===== src/rtl/nucore_alu_arbiter.sv =====
// Two-port arbiter in front of the shared NuCore ALU: grant, launch, wait ALU_LAT, return result.
// Optional: define NUCORE_ARB_FIXED_PRIO_EN for fixed priority to port 0 (default is round-robin).
module nucore_alu_arbiter #(
    parameter int DATA_W  = 32,
    parameter int OP_W    = 4,
    parameter int ALU_LAT = 1
) (
    input  logic              clk,
    input  logic              reset,
    input  logic              req0,
    input  logic [DATA_W-1:0] a0,
    input  logic [DATA_W-1:0] b0,
    input  logic [OP_W-1:0]   op0,
    output logic              gnt0,
    output logic              done0,
    input  logic              req1,
    input  logic [DATA_W-1:0] a1,
    input  logic [DATA_W-1:0] b1,
    input  logic [OP_W-1:0]   op1,
    output logic              gnt1,
    output logic              done1,
    output logic [DATA_W-1:0] alu_a,
    output logic [DATA_W-1:0] alu_b,
    output logic [OP_W-1:0]   alu_op,
    output logic              alu_start,
    input  logic [DATA_W-1:0] alu_result,
    input  logic [3:0]        alu_flags,
    output logic [DATA_W-1:0] result,
    output logic [3:0]        flags,
    output logic              busy
);
    typedef enum logic [1:0] {
        ST_IDLE  = 2'd0,
        ST_ISSUE = 2'd1,
        ST_WAIT  = 2'd2,
        ST_DONE  = 2'd3
    } state_t;

    localparam logic [3:0] LAST_CNT = 4'(ALU_LAT - 1);

    state_t            r_state;
    logic [3:0]        r_cnt;
    logic              r_gnt0;
    logic              r_gnt1;
    logic              r_done0;
    logic              r_done1;
    logic              r_alu_start;
    logic              r_busy;
    logic [DATA_W-1:0] r_alu_a;
    logic [DATA_W-1:0] r_alu_b;
    logic [OP_W-1:0]   r_alu_op;
    logic [DATA_W-1:0] r_result;
    logic [3:0]        r_flags;
    logic              w_any_req;
    logic              w_pick1;

    assign w_any_req = req0 | req1;

`ifdef NUCORE_ARB_FIXED_PRIO_EN
    // Winner select: port 0 always wins, port 1 only when port 0 is quiet.
    always_comb begin
        w_pick1 = ~req0;
    end
`else
    logic r_last_gnt;

    // Winner select: on a tie grant the port that did not win last time.
    always_comb begin
        if (req0 && req1) begin
            w_pick1 = ~r_last_gnt;
        end else begin
            w_pick1 = req1;
        end
    end

    // Round-robin history; starts at 1 so port 0 wins the first tie.
    always_ff @(posedge clk or posedge reset) begin
        if (reset) begin
            r_last_gnt <= 1'b1;
        end else if ((r_state == ST_IDLE) && w_any_req) begin
            r_last_gnt <= w_pick1;
        end else begin
            r_last_gnt <= r_last_gnt;
        end
    end
`endif

    // Transaction FSM with all outputs registered.
    always_ff @(posedge clk or posedge reset) begin
        if (reset) begin
            r_state     <= ST_IDLE;
            r_cnt       <= 4'd0;
            r_gnt0      <= 1'b0;
            r_gnt1      <= 1'b0;
            r_done0     <= 1'b0;
            r_done1     <= 1'b0;
            r_alu_start <= 1'b0;
            r_busy      <= 1'b0;
            r_alu_a     <= '0;
            r_alu_b     <= '0;
            r_alu_op    <= '0;
            r_result    <= '0;
            r_flags     <= 4'd0;
        end else begin
            case (r_state)
                ST_IDLE: begin
                    if (w_any_req) begin
                        r_state     <= ST_ISSUE;
                        r_alu_a     <= w_pick1 ? a1 : a0;
                        r_alu_b     <= w_pick1 ? b1 : b0;
                        r_alu_op    <= w_pick1 ? op1 : op0;
                        r_gnt0      <= ~w_pick1;
                        r_gnt1      <= w_pick1;
                        r_alu_start <= 1'b1;
                        r_busy      <= 1'b1;
                    end else begin
                        r_state <= ST_IDLE;
                    end
                end
                ST_ISSUE: begin
                    r_alu_start <= 1'b0;
                    r_cnt       <= 4'd0;
                    r_state     <= ST_WAIT;
                end
                ST_WAIT: begin
                    if (r_cnt == LAST_CNT) begin
                        r_result <= alu_result;
                        r_flags  <= alu_flags;
                        r_done0  <= r_gnt0;
                        r_done1  <= r_gnt1;
                        r_state  <= ST_DONE;
                    end else begin
                        r_cnt <= r_cnt + 4'd1;
                    end
                end
                ST_DONE: begin
                    r_done0 <= 1'b0;
                    r_done1 <= 1'b0;
                    r_gnt0  <= 1'b0;
                    r_gnt1  <= 1'b0;
                    r_busy  <= 1'b0;
                    r_state <= ST_IDLE;
                end
                default: begin
                    r_state <= ST_IDLE;
                end
            endcase
        end
    end

    assign gnt0      = r_gnt0;
    assign gnt1      = r_gnt1;
    assign done0     = r_done0;
    assign done1     = r_done1;
    assign alu_a     = r_alu_a;
    assign alu_b     = r_alu_b;
    assign alu_op    = r_alu_op;
    assign alu_start = r_alu_start;
    assign result    = r_result;
    assign flags     = r_flags;
    assign busy      = r_busy;

endmodule


===== config.mk =====
export PLATFORM = sky130hd
export DESIGN_NAME = nucore_alu_arbiter
export DESIGN_NICKNAME = d
export VERILOG_FILES = /design/src/rtl/nucore_alu_arbiter.sv
export SDC_FILE = /design/constraint.sdc
export NUM_CORES = 1
export LEC_CHECK = 0
export ABC_AREA = 1
export CELL_PAD_IN_SITES_DETAIL_PLACEMENT = 0
export CELL_PAD_IN_SITES_GLOBAL_PLACEMENT = 1
export CORE_MARGIN = 2
export CORE_UTILIZATION = 25
export CTS_CLUSTER_DIAMETER = 80
export DETAILED_ROUTE_END_ITERATION = 6
export GPL_TIMING_DRIVEN = 0
export PLACE_DENSITY_LB_ADDON = 0.1
export SYNTH_ARGS = -nofsm -noshare
export SYNTH_HDL_FRONTEND = slang
export SYNTH_SLANG_ARGS = --single-unit

===== constraint.sdc =====
create_clock -name clk -period 3.1 [get_ports clk]
set_input_delay 0.31 -clock clk [delete_from_list [all_inputs] [get_ports clk]]
set_output_delay 0.31 -clock clk [all_outputs]
set_load 0.02 [all_outputs]

After elaboration in Yosys (flattened, before gate mapping)
Cells that the tools add are included.
{"block": "totals", "regBits": 117, "inputBits": 176, "word_cells": 58}
{"block": "classes", "muxes": 20, "n_eq_ne": 6, "addsub": 1, "bitwise_logic": 3, "n_reduce_logical": 14}
{"op": "$mux W32", "count": 2}
{"op": "$pmux W1 S2", "count": 6}
{"op": "$reduce_and A2 Y1", "count": 6}
{"op": "$mux W4", "count": 2}
{"op": "$pmux W2 S4", "count": 1}
{"op": "$pmux W4 S2", "count": 1}
{"op": "$reduce_bool A2 Y1", "count": 4}
{"op": "$mux W1", "count": 7}
{"op": "$ne A2 B2 Y1 const B", "count": 3}
{"op": "$add A4 B1 Y4 const B", "count": 1}
{"op": "$eq A2 B2 Y1 const B", "count": 2}
{"op": "$logic_not A4 Y1", "count": 1}
{"op": "$eq A2 B1 Y1 const B", "count": 1}
{"op": "$logic_and A1 B1 Y1", "count": 2}
{"op": "$logic_not A2 Y1", "count": 1}
{"op": "$mux W2", "count": 1}
{"op": "$not A1 Y1", "count": 2}
{"op": "$or A1 B1 Y1", "count": 1}

Depth between registers and ports, before layout
Gate-level depths: netlist of the first run.
{"block": "logic_depth", "word_depth": 5, "ltp_mapped": 8, "depth_no_buf": 7}

Least setup slack after synthesis of the first run
Ideal clock, no wire load.
{"block": "synth_timing", "path_type": "flip-flop to flip-flop", "start": "register r_state[0]", "end": "register r_flags[2] (netlist: flags[2])", "path_slack_ns": 1.758, "n_path_buf": 2, "setup_ns": 0.116, "required_ns": 2.984, "path_stages_with_launch": 8, "period_less_slack_ns": 1.342, "t_arrival_ns": 1.226, "cell_sequence": "dfrtp_1 inv_1 ha_1 nand3_2 buf_2 buf_6 nand2_1 nand2_1"}
{"block": "synth_between", "elab_chain_cells": 2}
{"element": "start, declared", "line_no": "41", "source": "state_t r_state;"}
{"element": "start signal, assigned", "line_no": "91", "source": "r_state <= ST_IDLE;"}
{"element": "start signal, assigned", "line_no": "108", "source": "r_state <= ST_ISSUE;"}
{"element": "start signal, assigned", "line_no": "117", "source": "r_state <= ST_IDLE;"}
{"element": "$eq A2 B2 Y1", "line_no": "105", "source": "case (r_state)"}
{"element": "$reduce_and A2 Y1 (no source line)"}
{"element": "end signal, assigned", "line_no": "128", "source": "r_flags <= alu_flags;"}
{"element": "end, declared", "line_no": "53", "source": "logic [3:0] r_flags;"}
Every way passes these cells.
A chain may end at the register's enable or synchronous reset.

Worst setup path after layout of the first run
{"block": "layout_timing", "start": "register r_alu_b[17] (netlist: alu_b[17])", "end": "output port alu_b[17]"}
{"element": "start, declared", "line_no": "50", "source": "logic [DATA_W-1:0] r_alu_b;"}
{"element": "start signal, assigned", "line_no": "110", "source": "r_alu_b <= w_pick1 ? b1 : b0;"}
{"element": "end, declared", "line_no": "23", "source": "output logic [DATA_W-1:0] alu_b,"}
No word-level cell between the ends.

==> results of run 1 <==
state kept, by name (all words and copies together), names as in the netlist:
signal	flops
busy	1
alu_a	32
done1	1
alu_b	32
result	32
flags	4
alu_start	1
done0	1
gnt0	1
r_last_gnt	1
r_cnt	4
gnt1	1
r_state	2
alu_op	4
cell type report:
type / instances / area, µm²
Tap cell: 313 / 392
Sequential cell: 117 / 2930
Antenna cell: 1 / 2.50
Timing Repair Buffer: 287 / 2900
Fill cell: 2355 / 13000
Inverter: 78 / 297
Clock buffer: 17 / 425
Buffer: 45 / 253
Clock inverter: 15 / 218
Multi-Input combinational cell: 513 / 2350
synth_stat cells (all sizes together):
cell / count
nand3: 79
buf: 33
or2: 1
nor2: 4
dfrtp: 116
inv: 78
dfstp: 1
nand3b: 65
clkbuf: 12
ha: 6
o21ai: 6
nand4: 2
nand2: 350
how the worst min path moves through the flow:
| stage | startpoint | endpoint | slack [ns] |
|---|---|---|---|
| 2_1_floorplan | alu_flags[0] | flags[0] | 0.42 |
| 3_3_place_gp | alu_a[29] | alu_a[29] | 0.46 |
| 3_5_place_dp | alu_a[7] | alu_a[7] | 0.46 |
| 4_1_cts | reset | alu_a[22] | 0.31 |
| 5_1_grt | reset | result[6] | 0.34 |
| 6_report | reset | result[6] | 0.30 |
power groups by stage:
stage | registers (µW) | clock network, µW | logic (µW)
after CTS | 2680 | 2240 | 4820
after global routing | 2780 | 2320 | 5220
after floorplan | 3540 | 0 | 1630
final | 2680 | 2170 | 4720
after detailed placement | 2690 | 0 | 4810
after global placement | 2680 | 0 | 4810
through the flow:
| stage | instances | setup WS, ns |
|---|---|---|
| 2_1_floorplan | 753 | 1.36 |
| 3_3_place_gp | 1350 | -0.0246 |
| 3_5_place_dp | 1353 | 1.05 |
| 4_1_cts | 1385 | 1.28 |
| 5_1_grt | 1385 | 1.18 |
| 6_report | 1386 | 1.35 |
logic make-up (layout without fill, tap and decap cells):
family                     Yosys count  in the layout
AOI/OAI and AO/OA                    6              6
adders and majority gates            6              6
other                                0              1
and+or+nand+nor                    501            501
DFF                                117            117
buffers and inverters              123            442
routing by layer:
metal  up-vias  share of wire  global-route usage
met5         -              0                   0
met4         0          0.012              0.0498
met3        18          0.088              0.0593
met2       185           0.47               0.278
met1      2616           0.43               0.208
li1       2945              -                   -
==> results_dict.tcl, run 1 <==
set metrics [dict create \
    layout_commonest_cell "nand2_1" \
    crit_required_ns 2.79 \
    path_cells "clkdlybuf4s50_1" \
    cts_resized 0 \
    synthAdderAreaFrac 0.0129 \
    synth_nets 935 \
    synth.top_cell.area_share 0.498 \
    path_max_fanout 2 \
    grt_pass1_wl_um 31700 \
    ant_nets 0 \
    fin_crit_sh 0.565 \
    rr_startpoint "r_state[0]" \
    cts_setup_buffers 0 \
    criticalPathCategory "reg -> out" \
    p_sw_frac 0.401 \
    avgSynthCellArea_um2 7.73 \
    antenna_found_initial 0 \
    hold_path_class "in -> async" \
    rsz0062_at_grt "false" \
    maxSlewViolCount 0 \
    hold_viol_final 0 \
    first_pass_iters 6 \
    synth_area_leaders "dfrtp_1 (50%), nand2_1 (22%), nand3b_1 (8.4%), nand3_1 (6.7%), inv_1 (4.9%)" \
    cts_sinks 117 \
    clkPwrFrac 0.227 \
    synth-seq-area-share 0.503 \
    worstMarginPinSlew_ns 0.559 \
    start_util 0.256 \
    share_seq_of_total_power 0.280 \
    arrival_ns 1.44 \
    synth_top_family_by_area "simple AND/OR/NAND/NOR gates" \
    crit_cells 1 \
    synth.distinct_cells 20 \
    period_needed_ns 1.75 \
    drv_cap 0 \
    vias_per_cell 4.16 \
    grt.overflow.total 0 \
    fin_area_mm2 0.00977 \
    clk_pin_slew_ns 0.06 \
    num_rows 55 \
    grt_usage 0.169 \
    power_uw 9570 \
    ctsHoldBuffers 0 \
    ctsHtreeMaxLevel 4 \
    grt_start_max_net_pins 38 \
    dieArea_mm2 0.0245 \
    areaGrowthSynthToFinish_pct 67.7 \
    power_density_mw_per_mm2 980 \
    setup_viol 0 \
    reg2reg_depth 7 \
    cts-root-buf "clkbuf_16" \
    io_pins 286 \
    synth-simple-area-share 0.385 \
    crit_slowest_cell "clkdlybuf4s50_1" \
    die_y_um 157 \
    synth_compound_area_frac 0.00580 \
    ys_seq_elements 117 \
    cts_tree "built" \
    synthMuxAreaShare 0 \
    tns_ns 0 \
    post_dp_cell_area_mm2 0.00912 \
    yosys_warnings 0 \
    start_kind "register" \
    synthCells 753 \
    synth_top_area_cell "dfrtp_1" \
    critPathLaunch "alu_b[17]" \
    clock_path_buffers 2 \
    synth_xor_area_frac 0 \
    comb_power_share 0.493 \
    fin_hold_ws_ns 0.303 \
    routed_wl_um 20000 \
    ir_worst_vdd_v 0.000390 \
    switching_power_uw 3840 \
    max_stage_delay_ns 0.63 \
    run_status "finished, final reports clean" \
    p_leak_uw 0.00480 \
    crit_end "alu_b[17]" \
    io_buffers 284 \
    final_util 0.429 \
    gp_congestion 0.744 \
    cp_top_family "buffers and inverters" \
    layout-drive-gt1-share 0.0681 \
    rrSetupSlack_ns 1.36 \
    r2r_end "alu_b[24]" \
    intPower_uw 5730 \
    clk_latency_ns 0.41 \
    core_area_mm2 0.0228 \
    wl_per_cell_um 14.4 \
    vias 5764 \
    die_w_um 157 \
    relSlewSlack 0.627 \
    crit_path_end_kind "output port" \
    nNetsFinal 1241 \
    drtIter0Drc 223 \
    finalClockSkew_ns 0.00480 \
    max_freq_ghz 0.571 \
    grt_pass1_vias 5793 \
    drt_drc_violations_left 0 \
    cts-buffers-inserted 17 \
    syn_area_mm2 0.00582 \
    dp_hpwl_um 15000 \
    path_buf_inv 1 \
    mostFrequentLayoutCells "nand2_1 (348), clkdlybuf4s50_1 (284), dfrtp_1 (116)" \
]
Power figures use the tool's default switching activity.
==> run 2: changes to the inputs <==
Settings changed: CORE_UTILIZATION 25 to 28.
Clock period 3.1 ns to 1.67 ns, I/O delays scaled along.
==> results_dict.tcl, run 2 (synthesis results as in run 1) <==
set metrics [dict create \
    run_status "finished, final reports clean" \
    drv_cap 0 \
    cts-root-buf "clkbuf_16" \
    cts_setup_buffers 0 \
    hold_path_class "in -> async" \
    criticalPathCategory "reg -> out" \
    final_util 0.478 \
    comb_power_share 0.501 \
    die_w_um 148 \
    fin_crit_sh 0.958 \
    ir_worst_vdd_v 0.000768 \
    cts_tree "built" \
    power_density_mw_per_mm2 1800 \
    cts_sinks 117 \
    diodes 0 \
    switching_power_uw 6980 \
    timing.final.ws_setup_ns 0.0706 \
    share_seq_of_total_power 0.284 \
    clock_path_buffers 2 \
    rsz0062_at_grt "true" \
    areaGrowthSynthToFinish_pct 66.5 \
    p_sw_frac 0.399 \
    dp_hpwl_um 14700 \
    clk_latency_ns 0.42 \
    vias 5717 \
    vias_per_cell 4.26 \
    io_buffers 284 \
    nNetsFinal 1241 \
    hold_viol_final 0 \
    clk_pin_slew_ns 0.06 \
    gp_congestion 0.788 \
    grt_start_max_net_pins 40 \
    place_ws_ns -0.123 \
    drt_drc_violations_left 0 \
    io_pins 286 \
    core_area_mm2 0.0203 \
    wl_per_cell_um 14.6 \
    drtIter0Drc 220 \
    clkPwrFrac 0.215 \
    power_uw 17500 \
    ctsHtreeMaxLevel 4 \
    intPower_uw 10500 \
    first_pass_iters 4 \
    max_stage_delay_ns 0.64 \
    max_freq_ghz 0.625 \
    crit_cells 1 \
    setup_viol 0 \
    relSlewSlack 0.647 \
    start_kind "register" \
    antenna_found_initial 0 \
    cp_top_family "buffers and inverters" \
    grt_pass1_wl_um 30900 \
    p_leak_uw 0.00480 \
    ant_nets 0 \
    die_y_um 148 \
    num_rows 52 \
    grt_usage 0.180 \
    path_max_fanout 3 \
    finalClockSkew_ns 0.00986 \
    grt.overflow.total 0 \
    maxSlewViolCount 0 \
    dieArea_mm2 0.0220 \
    worstMarginPinSlew_ns 0.528 \
    layout-drive-gt1-share 0.0737 \
    routed_wl_um 19600 \
    cts-buffers-inserted 17 \
    layout_commonest_cell "nand2_1" \
    crit_slowest_cell "clkdlybuf4s50_1" \
    fin_hold_ws_ns 0.138 \
    arrival_ns 1.43 \
    ctsHoldBuffers 0 \
    reg2reg_depth 6 \
    path_buf_inv 1 \
    fillers 2095 \
    crit_required_ns 1.50 \
    mostFrequentLayoutCells "nand2_1 (348), clkdlybuf4s50_1 (284), dfrtp_1 (116)" \
    crit_path_end_kind "output port" \
    grt_pass1_vias 5769 \
    start_util 0.287 \
    period_needed_ns 1.60 \
    path_cells "clkdlybuf4s50_1" \
]
run 2: metrics by stage:
step                      instances  area, µm²  TNS (ns)
after floorplan                 753       5830         0
after global placement         1307       9010   -154.11
after detailed placement       1310       9070     -5.89
after CTS                      1342       9680         0
after global routing           1342       9700   -0.0385
final                          1342       9700         0
run 2: power by group through the flow:
stage | Combinational [µW] | Clock [µW] | Sequential [µW]
2_1_floorplan | 3020 | 0 | 6580
3_3_place_gp | 8850 | 0 | 4950
3_5_place_dp | 8880 | 0 | 4980
4_1_cts | 8920 | 3880 | 4970
5_1_grt | 9620 | 4000 | 5140
6_report | 8770 | 3760 | 4960
run 2: worst paths after layout:
| check | endpoint | start | slack, ns |
|---|---|---|---|
| max in group asynchronous | alu_a[26] | reset | 0.74 |
| min in group clk | result[25] | alu_result[25] | 0.28 |
| worst max-delay path | gnt0 | gnt0 | 0.07 |
| worst min-delay path | alu_a[17] | reset | 0.14 |
| worst min register to register | alu_a[27] | alu_a[27] | 0.47 |
| worst max register to register | alu_b[25] | r_last_gnt | 0.12 |
run 2: area by class of cell:
cell class	instances	area (µm²)	share of cell area
plain buffers	45	274	0.0283
repair buffers	287	2900	0.299
inverters	78	297	0.0306
well taps	270	338	0.0348
flip-flops and latches	117	2930	0.302
clock inverters	14	179	0.0184
multi-input cells	513	2350	0.242
clock buffers	18	429	0.0443
run 2: layer usage:
layer | up-vias | global-route usage | part of all wire
met5 | - | 0 | 0
met4 | 0 | 0.0643 | 0.020
met3 | 27 | 0.0684 | 0.090
met2 | 201 | 0.293 | 0.47
met1 | 2558 | 0.218 | 0.42
li1 | 2931 | - | -
run 2: repair_timing:
item	CTS	global route
resized for setup	5	14
setup endpoints to repair	50	40
hold endpoints to repair	0	0
==> run 3: changes to the inputs <==
Settings changed: SLEW_MARGIN from default to 15.
==> results_dict.tcl, run 3 (synthesis results as in run 1) <==
set metrics [dict create \
    hold_path_class "in -> async" \
    grt.overflow.total 0 \
    ant_nets 0 \
    layoutNonFillerInstCount 1342 \
    cts_tree "built" \
    max_freq_ghz 0.626 \
    cts_setup_buffers 0 \
    run_status "finished, final reports clean" \
    final_util 0.478 \
    die_w_um 148 \
    cts-buffers-inserted 17 \
    start_util 0.287 \
    drt_drc_violations_left 0 \
    setup_viol 0 \
    crit_slowest_cell "clkdlybuf4s50_1" \
    first_pass_iters 4 \
    max_stage_delay_ns 0.68 \
    r2r_end "alu_b[20]" \
    cts-root-buf "clkbuf_16" \
    path_max_fanout 2 \
    num_rows 52 \
    core_area_mm2 0.0203 \
    period_needed_ns 1.60 \
    diodes 0 \
    fillers 2117 \
    worstMarginPinSlew_ns 0.675 \
    arrival_ns 1.43 \
    dieArea_mm2 0.0220 \
    relSlewSlack 0.549 \
    ctsHoldBuffers 0 \
    clock_path_buffers 2 \
    rrSetupSlack_ns 0.15 \
    reg2reg_depth 7 \
    power_uw 17400 \
    fin_area_mm2 0.00970 \
    finalClockSkew_ns 0.00587 \
    tns_ns 0 \
    p_leak_uw 0.00480 \
    criticalPathCategory "reg -> out" \
    regArea_mm2 0.00293 \
    mostFrequentLayoutCells "nand2_1 (348), clkdlybuf4s50_1 (284), dfrtp_1 (116)" \
    crit_path_end_kind "output port" \
    grt_pass1_wl_um 30400 \
    io_pins 286 \
    grt_start_max_net_pins 33 \
    post_dp_cell_area_mm2 0.00907 \
    grt_usage 0.177 \
    drtIter0Drc 168 \
    ir_worst_vdd_v 0.000745 \
    rr_startpoint "r_state[1]" \
    wl_per_cell_um 14.3 \
    crit_required_ns 1.50 \
    path_cells "clkdlybuf4s50_1" \
    cts_sinks 117 \
    dp_hpwl_um 14600 \
    layout_commonest_cell "nand2_1" \
    maxSlewViolCount 0 \
    grt_pass1_vias 5712 \
    antenna_found_initial 0 \
    routed_wl_um 19200 \
    cp_top_family "buffers and inverters" \
    layout-drive-gt1-share 0.0728 \
    vias 5679 \
    clk_pin_slew_ns 0.06 \
    dpl.cell_count 1310 \
    hold_viol_final 0 \
    io_buffers 284 \
    ctsHtreeMaxLevel 4 \
    fin_crit_sh 0.957 \
    multi_input_area_mm2 0.00236 \
    clk_latency_ns 0.41 \
    die_y_um 148 \
    areaGrowthSynthToFinish_pct 66.5 \
    path_buf_inv 1 \
    power_density_mw_per_mm2 1800 \
    gp_congestion 0.788 \
    nNetsFinal 1241 \
    drv_cap 0 \
    start_kind "register" \
    vias_per_cell 4.23 \
]
[run 3: worst max path at each step]
stage	start	endpoint	slack, ns	depth (start not counted)
2_1_floorplan	reset	alu_a[0]	0.08	1
3_3_place_gp	reset	alu_b[11]	-1.28	2
3_5_place_dp	req0	alu_b[3]	-0.14	7
4_1_cts	alu_a[28]	alu_a[28]	0.05	1
5_1_grt	r_state[1]	alu_a[25]	-0.0007	7
6_report	alu_a[28]	alu_a[28]	0.07	1
[run 3: cell type report]
class	count	area share
Inverter	78	0.0306
Clock inverter	14	0.0174
Timing Repair Buffer	287	0.299
Multi-Input combinational cell	513	0.243
Sequential cell	117	0.302
Buffer	45	0.0283
Tap cell	270	0.0348
Clock buffer	18	0.0443
[run 3: through the flow]
| step | setup WS, ns | hold WS [ns] |
|---|---|---|
| floorplan | 0.0764 | 0.277 |
| global placement | -1.28 | 0.462 |
| detailed placement | -0.144 | 0.464 |
| CTS | 0.0455 | 0.206 |
| global route | -0.000728 | 0.251 |
| finish | 0.0716 | 0.205 |
[run 3: what timing repair did]
| action | in CTS | in global routing |
|---|---|---|
| endpoints found under the hold margin | 0 | 0 |
| setup endpoints to repair | 50 | 30 |
| resized for setup | 5 | 12 |
[run 3: routing by layer]
layer | global-route usage | wire (µm) | vias to the layer above
li1 | - | - | 2928
met1 | 0.214 | 7970 | 2555
met2 | 0.292 | 9200 | 181
met3 | 0.0724 | 1740 | 15
met4 | 0.0495 | 312 | 0
met5 | 0 | 0 | -
[run 3: where the power goes]
group | total [µW] | leakage [µW] | internal, µW | switching (µW)
Sequential | 4960 | 0.00144 | 4230 | 730
Clock | 3710 | 0.000290 | 2250 | 1470
Combinational | 8750 | 0.00307 | 3910 | 4840
Total | 17400 | 0.00480 | 10400 | 7030
